File: src/rtl/load_store_unit_if.sv
// load_store_unit_if: request, response and memory-port signals of the load/store unit.
// Optional feature macro: LSU_SIGNED_LOAD_EN adds in_req_signed to the request group.
// slave  = the load/store unit itself
// master = CPU datapath plus data memory that surround it
interface load_store_unit_if #(
    parameter int ADDR_W = 10,
    parameter int DATA_W = 8
);
    logic                  in_req_valid;
    logic                  out_req_ready;
    logic                  in_req_write;
    logic                  in_req_wide;
    logic [ADDR_W-1:0]     in_req_addr;
    logic [2*DATA_W-1:0]   in_req_wdata;
`ifdef LSU_SIGNED_LOAD_EN
    logic                  in_req_signed;
`endif
    logic                  out_resp_valid;
    logic                  in_resp_ready;
    logic [2*DATA_W-1:0]   out_resp_rdata;
    logic [ADDR_W-1:0]     out_mem_addr;
    logic                  out_mem_write_en;
    logic [DATA_W-1:0]     out_mem_data;
    logic [DATA_W-1:0]     in_mem_data;

    modport slave (
`ifdef LSU_SIGNED_LOAD_EN
        input  in_req_signed,
`endif
        input  in_req_valid, in_req_write, in_req_wide, in_req_addr, in_req_wdata,
        input  in_resp_ready, in_mem_data,
        output out_req_ready, out_resp_valid, out_resp_rdata,
        output out_mem_addr, out_mem_write_en, out_mem_data
    );

    modport master (
`ifdef LSU_SIGNED_LOAD_EN
        output in_req_signed,
`endif
        output in_req_valid, in_req_write, in_req_wide, in_req_addr, in_req_wdata,
        output in_resp_ready, in_mem_data,
        input  out_req_ready, out_resp_valid, out_resp_rdata,
        input  out_mem_addr, out_mem_write_en, out_mem_data
    );
endinterface

File: src/rtl/load_store_unit.sv
// load_store_unit: sequences 8/16-bit loads and stores onto a byte-wide, write-first,
// synchronous data memory and returns one response per request.
// Optional feature macro: LSU_SIGNED_LOAD_EN (sign-extending narrow loads).
module load_store_unit #(
    parameter int ADDR_W = 10,
    parameter int DATA_W = 8
) (
    input logic              clk,
    input logic              rst_n,
    load_store_unit_if.slave bus
);
    typedef enum logic [2:0] {IDLE, ACC_LO, ACC_HI, FIN, RESP} state_t;

    state_t                state;
    state_t                state_nxt;

    // Request fields latched at accept; later changes on the request bus are ignored.
    logic [ADDR_W-1:0]     addr_q;
    logic                  write_q;
    logic                  wide_q;
    logic [2*DATA_W-1:0]   wdata_q;
    logic                  narrow_sext;

    logic                  resp_valid_q;
    logic [2*DATA_W-1:0]   rdata_q;

    // Upper byte of a narrow result: copies of the byte's sign bit, or zero.
    function automatic logic [DATA_W-1:0] upper_fill(input logic signed [DATA_W-1:0] b,
                                                     input logic sext);
        return sext ? {DATA_W{b[DATA_W-1]}} : '0;
    endfunction

`ifdef LSU_SIGNED_LOAD_EN
    logic sext_q;

    // Signed flag latched at accept; stores never sign-extend their read-back.
    always_ff @(posedge clk or negedge rst_n) begin
        if (!rst_n) begin
            sext_q <= 1'b0;
        end else if (state == IDLE && bus.in_req_valid) begin
            sext_q <= bus.in_req_signed & ~bus.in_req_write;
        end
    end

    assign narrow_sext = sext_q;
`else
    assign narrow_sext = 1'b0;
`endif

    // State register.
    always_ff @(posedge clk or negedge rst_n) begin
        if (!rst_n) begin
            state <= IDLE;
        end else begin
            state <= state_nxt;
        end
    end

    // Next-state logic: one memory cycle per byte, one cycle to collect the last byte.
    always_comb begin
        state_nxt = state;
        case (state)
            IDLE:    if (bus.in_req_valid) state_nxt = ACC_LO;
            ACC_LO:  state_nxt = wide_q ? ACC_HI : FIN;
            ACC_HI:  state_nxt = FIN;
            FIN:     state_nxt = RESP;
            RESP:    if (bus.in_resp_ready) state_nxt = IDLE;
            default: state_nxt = IDLE;
        endcase
    end

    // Memory port and request-ready, decoded from state and the latched request.
    always_comb begin
        bus.out_req_ready    = 1'b0;
        bus.out_mem_addr     = '0;
        bus.out_mem_data     = '0;
        bus.out_mem_write_en = 1'b0;
        case (state)
            IDLE: begin
                bus.out_req_ready = 1'b1;
            end
            ACC_LO: begin
                bus.out_mem_addr     = addr_q;
                bus.out_mem_data     = wdata_q[DATA_W-1:0];
                bus.out_mem_write_en = write_q;
            end
            ACC_HI: begin
                // Address arithmetic wraps at the top of memory.
                bus.out_mem_addr     = addr_q + ADDR_W'(1);
                bus.out_mem_data     = wdata_q[2*DATA_W-1:DATA_W];
                bus.out_mem_write_en = write_q;
            end
            default: ;
        endcase
    end

    // Request latch, read-data assembly and response handshake.
    always_ff @(posedge clk or negedge rst_n) begin
        if (!rst_n) begin
            addr_q       <= '0;
            write_q      <= 1'b0;
            wide_q       <= 1'b0;
            wdata_q      <= '0;
            resp_valid_q <= 1'b0;
            rdata_q      <= '0;
        end else begin
            case (state)
                IDLE: begin
                    if (bus.in_req_valid) begin
                        addr_q  <= bus.in_req_addr;
                        write_q <= bus.in_req_write;
                        wide_q  <= bus.in_req_wide;
                        wdata_q <= bus.in_req_wdata;
                    end
                end
                ACC_HI: begin
                    // Memory now shows the low byte sampled in ACC_LO.
                    rdata_q[DATA_W-1:0] <= bus.in_mem_data;
                end
                FIN: begin
                    if (wide_q) begin
                        rdata_q[2*DATA_W-1:DATA_W] <= bus.in_mem_data;
                    end else begin
                        rdata_q[DATA_W-1:0]        <= bus.in_mem_data;
                        rdata_q[2*DATA_W-1:DATA_W] <= upper_fill(bus.in_mem_data, narrow_sext);
                    end
                    resp_valid_q <= 1'b1;
                end
                RESP: begin
                    if (bus.in_resp_ready) resp_valid_q <= 1'b0;
                end
                default: ;
            endcase
        end
    end

    assign bus.out_resp_valid = resp_valid_q;
    assign bus.out_resp_rdata = rdata_q;
endmodule

File: src/flat_wrapper.sv
// flat-port wrapper written by rule: the top's interface ports become plain ports
module load_store_unit_flat 
#(
    parameter int ADDR_W = 10,
    parameter int DATA_W = 8
)
  (clk, rst_n, bus_in_req_valid, bus_in_req_write, bus_in_req_wide, bus_in_req_addr, bus_in_req_wdata, bus_in_resp_ready, bus_in_mem_data, bus_out_req_ready, bus_out_resp_valid, bus_out_resp_rdata, bus_out_mem_addr, bus_out_mem_write_en, bus_out_mem_data);
  load_store_unit_if #(.ADDR_W(ADDR_W), .DATA_W(DATA_W)) bus_i ();
  input logic clk;
  input logic rst_n;
  input wire logic [$bits(bus_i.in_req_valid)-1:0] bus_in_req_valid;
  input wire logic [$bits(bus_i.in_req_write)-1:0] bus_in_req_write;
  input wire logic [$bits(bus_i.in_req_wide)-1:0] bus_in_req_wide;
  input wire logic [$bits(bus_i.in_req_addr)-1:0] bus_in_req_addr;
  input wire logic [$bits(bus_i.in_req_wdata)-1:0] bus_in_req_wdata;
  input wire logic [$bits(bus_i.in_resp_ready)-1:0] bus_in_resp_ready;
  input wire logic [$bits(bus_i.in_mem_data)-1:0] bus_in_mem_data;
  output wire logic [$bits(bus_i.out_req_ready)-1:0] bus_out_req_ready;
  output wire logic [$bits(bus_i.out_resp_valid)-1:0] bus_out_resp_valid;
  output wire logic [$bits(bus_i.out_resp_rdata)-1:0] bus_out_resp_rdata;
  output wire logic [$bits(bus_i.out_mem_addr)-1:0] bus_out_mem_addr;
  output wire logic [$bits(bus_i.out_mem_write_en)-1:0] bus_out_mem_write_en;
  output wire logic [$bits(bus_i.out_mem_data)-1:0] bus_out_mem_data;
  assign bus_i.in_req_valid = bus_in_req_valid;
  assign bus_i.in_req_write = bus_in_req_write;
  assign bus_i.in_req_wide = bus_in_req_wide;
  assign bus_i.in_req_addr = bus_in_req_addr;
  assign bus_i.in_req_wdata = bus_in_req_wdata;
  assign bus_i.in_resp_ready = bus_in_resp_ready;
  assign bus_i.in_mem_data = bus_in_mem_data;
  assign bus_out_req_ready = bus_i.out_req_ready;
  assign bus_out_resp_valid = bus_i.out_resp_valid;
  assign bus_out_resp_rdata = bus_i.out_resp_rdata;
  assign bus_out_mem_addr = bus_i.out_mem_addr;
  assign bus_out_mem_write_en = bus_i.out_mem_write_en;
  assign bus_out_mem_data = bus_i.out_mem_data;
  load_store_unit #(.ADDR_W(ADDR_W), .DATA_W(DATA_W)) u_core (.clk(clk), .rst_n(rst_n), .bus(bus_i));
endmodule
File: config.mk
export PLATFORM = sky130hd
export DESIGN_NAME = load_store_unit_flat
export DESIGN_NICKNAME = d
export VERILOG_FILES = /design/src/rtl/load_store_unit_if.sv /design/src/rtl/load_store_unit.sv /design/src/flat_wrapper.sv
export SDC_FILE = /design/constraint.sdc
export NUM_CORES = 1
export LEC_CHECK = 0
export BUFFER_PORTS_ARGS = -buffer_cell sky130_fd_sc_hd__buf_2
export CAP_MARGIN = 20
export CORE_MARGIN = 4
export CORE_UTILIZATION = 35
export DETAILED_ROUTE_END_ITERATION = 8
export GPL_ROUTABILITY_DRIVEN = 1
export GPL_TIMING_DRIVEN = 0
export PLACE_DENSITY = 0.7
export SLEW_MARGIN = 0
export SYNTH_ARGS = -nofsm -noshare
export SYNTH_HDL_FRONTEND = slang
export SYNTH_SLANG_ARGS = --single-unit
File: constraint.sdc
create_clock -name clk -period 1.6 [get_ports clk]
set_input_delay 0 -clock clk [delete_from_list [all_inputs] [get_ports clk]]
set_output_delay 0 -clock clk [all_outputs]
set_load 0.005 [all_outputs]
After elaboration in Yosys (flattened, before gate mapping)
Index checks and enable logic that the tools add are counted.

cells by class
  add/sub/neg operators = 1
  equal/unequal tests = 7
  mux-type cells = 13
  reductions and logical operators = 8

operators by type and width
  operator               number
  $pmux 8 s2             2
  $pmux 10 s2            1
  $mux 8                 2
  $pmux 3 s5             1
  $add 10x1->10 const B  1
  $reduce_and 2->1       4
  $eq 3x2->1 const B     2
  $mux 3                 2
  $ne 2x2->1 const B     3
  $mux 1                 4
  $reduce_bool 2->1      2
  $eq 3x1->1 const B     1
  $eq 3x3->1 const B     1
  $logic_not 3->1        1
  $pmux 1 s2             1
  $reduce_or 2->1        1

storage, ports and cells
  register bits after elaboration = 48
  input port bits = 40
  output and inout port bits = 37
  word-level logic and storage cells = 37

Depth between registers and ports, before layout
Gate-level depths: netlist of the first run.

  depth after elaboration = 3
  mapped depth = 6
  gate-level depth less buffers = 4

Least setup slack after synthesis of the first run
Ideal clock, no wire load.

  path kind = register to register
  from = register u_core.state[2]
  to = register u_core.addr_q[3]
  setup time = 125 ps
  data arrival time = 1616 ps
  data required time = 1475 ps
  path slack = -141 ps
  stages on the path, launching flop included = 7
  buffers on the path = 3
  clock period less this slack = 1741 ps
  cell sequence = dfrtp_1 > buf_2 > nor3_1 > and2_1 > buf_2 > buf_4 > mux2_2

on the way
  word-level cells in the longest chain between the ends = 2

ends and longest elaborated chain
  what                        line                    text
  start, declared             load_store_unit.sv:14   state_t state;
  start signal, assigned      load_store_unit.sv:55   state <= state_nxt;
  $logic_not 3->1             load_store_unit.sv:107  case (state)
  $reduce_and 2->1 (no line)  --
  end signal, assigned        load_store_unit.sv:110  addr_q <= bus.in_req_addr;
  end, declared               load_store_unit.sv:18   logic [ADDR_W-1:0] addr_q;

No other way between the ends.
A chain may end at the register's enable or synchronous reset.

Worst setup path after layout of the first run
  from = register u_core.state[2]
  to = output bus_out_mem_addr[9]

on the way
  word-level cells in the longest chain between the ends = 2
  elaborated cells on any way between the ends = 3
  those cells by class = 2 x eq/ne; 1 x mux

ends and longest elaborated chain
  what                                             line                   text
  $eq 3x2->1 / $eq 3x1->1 (equally long branches)  load_store_unit.sv:78  case (state)
  $pmux 10 s2 (*)                                  load_store_unit.sv:78
  end, declared                                    flat_wrapper.sv:21     output wire logic [$bits(bus_i.out_mem_addr)-1:0] bus_out_mem_addr;

Mark *: on every way between the ends. The rest lies on a longest branch, timed or not.

==> results.yml, run 1 <==
setup_path:
  crit_path_max_fanout: 7
  timing.rr.start: "u_core.state[2]$_DFFE_PN0P_"
  timing.rr.end: "u_core.addr_q[5]$_DFFE_PN0P_"
  critPathKind: "reg2out"
  crit_path_start_kind: "flop"
  r2r_slack_ps: -70
  crit_required_ps: 1600
  reg2regPathDepth: 6
  critPathCaptureType: "primary output"
  cp.arrival_ps: 2050
yosys:
  syn_nets: 233
  ys_seq_elements: 48
  synth_top_area_frac: 0.535
  synth_area_mm2: 0.00225
  ys.flop_type: "dfrtp_1"
  async_flop_share: 1.00
  yosys.area_share.simple: 0.133
  synth_cell_types: 35
  seq_area_frac_synth: 0.535
  yosysTopAreaCell: "dfrtp_1"
  synth.area.top_cells: "dfrtp_1 53%, mux2_2 17%, nand2_1 4.2%, a22o_1 3.9%, o21ai_0 3.6%"
  synthCells: 192
  synth_compound_area_frac: 0.109
  yosysMostFrequentCell: "dfrtp_1"
  synth_fa_ha_area_frac: 0.00557
  yosysWarnings: 0
  synth_top_family_by_area: "multiplexers"
  synthTopCellsByCount: "48 x dfrtp_1, 33 x mux2_2, 25 x nand2_1, 16 x o21ai_0, 10 x a22o_1"
  yosys.area_share.xor_xnor: 0
  muxShareOfSynthArea: 0.175
  syn_avg_cell_area_um2: 11.7
  synth-edff-count: 0
grt:
  grt_pass1_vias: 2085
  overflow: 0
  grt_max_degree: 49
  grt_first_pass_wirelength_mm: 9.88
  antenna_found_initial: 0
  grt_use_total: 0.166
power:
  ir_drop_v: 0.000939
  seqPwrFrac: 0.328
  pwr-share-clk: 0.134
  power_frac_comb: 0.538
  switching_share: 0.344
  p_switching_mw: 2.32
  power_mw: 6.76
  p_int_mw: 4.43
  cellLeakagePower_nw: 1.74
  powerDensity_mw_per_mm2: 1840
timing:
  setup_violations: 46
  rsz0062_at_grt: "yes"
  maxClockFrequency_mhz: 488
  skew_ps: 6.60
  setup_ws_ps: -451
  finalHoldViolations: 0
  timing.final.crit_period_ps: 2050
  timing.final.crit_share: 1.28
  slew_viol_final: 0
  worstMarginPinSlew_ps: 410
  maxSlewHeadroom: 0.727
clock_network:
  cts_tree: "yes"
  cts_buffers: 5
  cts_num_sinks: 48
  clkTransAtPathRegs_ps: 90
  clock_latency_ps: 300
  h-tree-depth: 2
  cts_root_buf: "clkbuf_8"
  cts_max_path_buffers: 2
min_path:
  hp-class: "in2async"
die:
  core_area_mm2: 0.00606
  die_area_mm2: 0.00776
  floorplan.initialDensity: 0.371
  io_pins: 77
  die_y_um: 88.1
  die_w_um: 88.1
  row_count: 28
route:
  vias: 2068
  drt.antenna.violating_nets: 0
  first_iter_violations: 85
  viasPerCell: 4.96
  wl_per_cell_um: 15.1
  drc: 0
  drt-total-wl_mm: 6.29
  firstDrtPassIters: 4
run:
  cap_violations: 0
placement:
  numPortBuffers: 76
  dpl-instance-area_mm2: 0.00273
  dp_cells: 343
  place.gp.congestion: 0.763
  dp_hpwl_mm: 3.83
status:
  status: "complete, but fails checks"
  violations: "setup timing"
final_layout:
  drive_above_1_share: 0.497
  syn2layout_area_growth_pct: 63.7
  nets: 382
  finalInstanceArea_mm2: 0.00368
  layout.cells.non_filler: 417
  antenna_cells: 0
cells in the final DEF, fill, tap and decap left out, types with 3 or more instances in the layout:
| master | count |
|---|---|
| o21ai_0 | 13 |
| buf_12 | 3 |
| clkbuf_8 | 5 |
| dlygate4sd3_1 | 40 |
| mux2_4 | 10 |
| o21ai_2 | 3 |
| nand3_1 | 5 |
| buf_4 | 16 |
| nor2_1 | 3 |
| nand3b_1 | 3 |
| mux2_2 | 25 |
| inv_1 | 3 |
| buf_6 | 13 |
| buf_2 | 76 |
| a22o_1 | 10 |
| dfrtp_1 | 48 |
| nand2_1 | 23 |
| a21oi_1 | 3 |
| clkbuf_16 | 3 |
metal layers:
metal / vias up / track usage / share of wire
li1: 994 / - / -
met1: 1003 / 0.204 / 0.42
met2: 56 / 0.280 / 0.51
met3: 15 / 0.0348 / 0.046
met4: 0 / 0.0714 / 0.026
met5: - / 0 / 0
stage by stage:
step | setup TNS, ps | worst slack [ps] | utilization | hold slack, ps
final | -4820 | -451 | 0.607 | 65.8
after global routing | -7150 | -496 | 0.607 | 58.9
after CTS | -5940 | -403 | 0.559 | 439
after detailed placement | -4750 | -243 | 0.450 | 224
after global placement | -4580 | -238 | 0.450 | 218
after floorplan | 0 | 2.38 | - | -296
kinds of logic after synthesis:
group,count (synthesis)
AO/OA/AOI/OAI,37
adder cells (fa/ha/maj),1
buffers and inverters,14
flip-flops,48
multiplexers,35
AND/OR/NAND/NOR,57
worst max-delay path by stage:
stage               cells past startpoint  slack [ps]                   startpoint                   to
floorplan                               5           2  u_core.state[2]$_DFFE_PN0P_  bus_out_mem_addr[9]
global placement                        6        -240  u_core.state[1]$_DFFE_PN0P_  bus_out_mem_addr[0]
detailed placement                      6        -240  u_core.state[0]$_DFFE_PN0P_  bus_out_mem_addr[8]
CTS                                     7        -400  u_core.state[0]$_DFFE_PN0P_  bus_out_mem_addr[4]
global route                            7        -500  u_core.state[2]$_DFFE_PN0P_  bus_out_mem_addr[4]
finish                                  6        -450  u_core.state[2]$_DFFE_PN0P_  bus_out_mem_addr[9]
final cells by class:
| type | count | area, µm² |
|---|---|---|
| Inverter | 3 | 11.3 |
| Multi-Input combinational cell | 130 | 1050 |
| Timing Repair Buffer | 143 | 1080 |
| Clock inverter | 3 | 46.3 |
| Tap cell | 75 | 93.8 |
| Buffer | 10 | 120 |
| Sequential cell | 48 | 1200 |
| Fill cell | 501 | 2380 |
| Clock buffer | 5 | 68.8 |
power groups by stage:
stage               clock network, mW  logic (mW)  registers, mW
floorplan                           0        1.69           2.14
global placement                    0        2.57           2.18
detailed placement                  0        2.61           2.21
CTS                             0.928        3.01           2.19
global route                    0.991        3.97           2.29
finish                          0.907        3.63           2.21
critical path: stages (launching register included):
cell and delay [ps]:
dfrtp_1 400, buf_6 130, or3b_1 380, buf_6 150
or4_1 510, nand3_1 70, buf_2 110
sequential cells by signal (all words and copies together) (netlist names):
signal	cells
u_core.bus.out_resp_valid	1
u_core.addr_q	10
u_core.wide_q	1
u_core.state	3
u_core.wdata_q	16
u_core.bus.out_resp_rdata	16
u_core.write_q	1
repair_timing:
| item | 4_1_cts | 5_1_grt |
|---|---|---|
| gates resized for setup | 21 | 31 |
| endpoints found under the setup margin | 38 | 62 |
| pin swaps | 9 | 18 |
| endpoints found under the hold margin | 94 | 0 |
| hold buffers | 40 | 0 |
| gates cloned | 0 | 3 |
| buffers inserted | 10 | 14 |
Note: power is estimated with default switching activity, not from simulation.
==> run 2, diff against run 1 <==
--- a/config.mk
+++ b/config.mk
@@ -5,7 +5,7 @@
 export SDC_FILE = /design/constraint.sdc
 export NUM_CORES = 1
 export LEC_CHECK = 0
-export BUFFER_PORTS_ARGS = -buffer_cell sky130_fd_sc_hd__buf_2
+export BUFFER_PORTS_ARGS = -buffer_cell sky130_fd_sc_hd__buf_4
 export CAP_MARGIN = 20
 export CORE_MARGIN = 4
 export CORE_UTILIZATION = 35
==> run 2 against run 1 <==
  * Cell count is the same
  * Clock power shrank 4.3%
  * First-iteration DRC count shrank 5.9%
  * Cell area grew 7.0%
  * Clock skew shrank 3.9 ps
  * Sequential share of layout area shrank 2.1 points
  * Combinational power grew 15%
  * Sequential power is essentially flat
  * Largest cell class unchanged
  * The flow still finishes with violations (setup timing)
==> results.yml, run 2 (same netlist as run 1, synthesis figures left out) <==
final_layout:
  antenna_cells: 0
  layout_commonest_cell: "buf_4"
  nets: 382
  layout.cells.non_filler: 417
  drive_above_1_share: 0.503
  syn2layout_area_growth_pct: 75.2
  layout_common_cells: "90 x buf_4, 48 x dfrtp_1, 39 x dlygate4sd3_1"
setup_path:
  worst-path-buf-inv: 4
  critical_path.slowest_cell: "dfrtp_1"
  cp.arrival_ps: 1960
  critPathKind: "reg2out"
  crit_required_ps: 1600
  crit_chain: "buf_6 -> or3b_1 -> buf_6 -> buf_6 -> or3_1 -> o21ai_2 -> buf_4"
  critPathCaptureType: "primary output"
  crit_path_start_kind: "flop"
  critPathTopFamily: "simple AND/OR/NAND/NOR gates"
  cp_slowest_stage_delay_ps: 400
  r2r_slack_ps: -70
  crit_path_max_fanout: 6
  worst_path_most_repeated_cell: "buf_6"
timing:
  finalHoldViolations: 0
  worstMarginPinSlew_ps: 621
  skew_ps: 2.73
  timing.hold.ws_ps: 255
  rsz0062_at_grt: "yes"
  setup_ws_ps: -358
  finalSetupTns_ps: -5740
  maxClockFrequency_mhz: 511
  maxSlewHeadroom: 0.586
  timing.final.crit_share: 1.22
  setup_violations: 46
  timing.final.crit_period_ps: 1960
  slew_viol_final: 0
clock_network:
  h-tree-depth: 2
  clock_latency_ps: 300
  cts_buffers: 5
  clkTransAtPathRegs_ps: 90
  cts_max_path_buffers: 2
  cts_root_buf: "clkbuf_8"
  cts_num_sinks: 48
  cts_tree: "yes"
route:
  drc: 0
  viasPerCell: 4.89
  drt.antenna.violating_nets: 0
  firstDrtPassIters: 4
  drt-total-wl_mm: 6.71
  wl_per_cell_um: 16.1
  vias: 2039
  first_iter_violations: 80
placement:
  numPortBuffers: 76
  place.gp.congestion: 0.750
  place_ws_ps: -242
  dp_hpwl_mm: 3.91
  dp_cells: 343
status:
  violations: "setup timing"
  status: "complete, but fails checks"
grt:
  antenna_found_initial: 0
  grt_pass1_vias: 2105
  overflow: 0
  grt_first_pass_wirelength_mm: 10.2
  grt_max_degree: 49
  grt_use_total: 0.170
die:
  io_pins: 77
  die_area_mm2: 0.00776
  die_y_um: 88.1
  die_w_um: 88.1
  floorplan.initialDensity: 0.371
  core_area_mm2: 0.00606
  row_count: 28
power:
  power_mw: 7.28
  cellLeakagePower_nw: 1.87
  powerDensity_mw_per_mm2: 1850
  ir_drop_v: 0.000792
min_path:
  hp-class: "in2async"
run:
  cap_violations: 0
-- run 2: cell types whose count changed in the layout (fill, tap and decap cells not counted), moves of 2 or more --
cell       delta
a2bb2oi_1     -2
a2bb2oi_2     +2
buf_2        -75
buf_4        +74
mux2_2       -17
mux2_4       +17
nor3_4        +2
-- run 2: path summary, 6_finish.rpt --
path / start / end / cells after the start
setup / recovery: u_core.state[0]$_DFFE_PN0P_ / bus_out_mem_addr[3] / 7
hold / removal: rst_n / u_core.bus.out_resp_rdata[15]$_DFFE_PN0P_ / 2
setup reg to reg: u_core.state[2]$_DFFE_PN0P_ / u_core.addr_q[3]$_DFFE_PN0P_ / 6
hold reg to reg: u_core.bus.out_resp_rdata[13]$_DFFE_PN0P_ / u_core.bus.out_resp_rdata[13]$_DFFE_PN0P_ / 2
max in group asynchronous: rst_n / u_core.wdata_q[11]$_DFFE_PN0P_ / 2
min in group clk: bus_in_req_wdata[8] / u_core.wdata_q[8]$_DFFE_PN0P_ / 3
-- run 2: what timing repair did --
| action | in CTS | in global routing |
|---|---|---|
| hold buffers | 39 | 0 |
| pin swaps | 13 | 9 |
| setup endpoints to repair | 38 | 63 |
| hold endpoints to repair | 94 | 0 |
| gates resized for setup | 29 | 48 |
| setup buffers | 16 | 9 |
| cloned | 2 | 3 |
-- run 2: metrics by stage --
stage               cell area [µm²]   util
finish                         3940  0.649
global route                   3940  0.649
CTS                            3670  0.605
detailed placement             2920  0.482
global placement               2920  0.482
floorplan                      2260      -
-- run 2: cell type report --
type                            count  area [µm²]
Sequential cell                    48        1200
Inverter                            3        11.3
Tap cell                           75        93.8
Buffer                             10         129
Multi-Input combinational cell    130        1150
Clock inverter                      2        35.0
Clock buffer                        6        72.6
Fill cell                         471        2130
Timing Repair Buffer              143        1240
-- run 2: power by group --
part	internal [mW]	switching [mW]	leakage (nW)
registers	1.80	0.439	0.579
clock network	0.464	0.403	0.0552
logic	2.58	1.59	1.23
-- run 2: routing by layer --
layer / GRT usage / up-vias / share of wire
li1: - / 991 / -
met1: 0.219 / 995 / 0.43
met2: 0.296 / 46 / 0.52
met3: 0.0292 / 7 / 0.032
met4: 0.0495 / 0 / 0.012
met5: 0 / - / 0
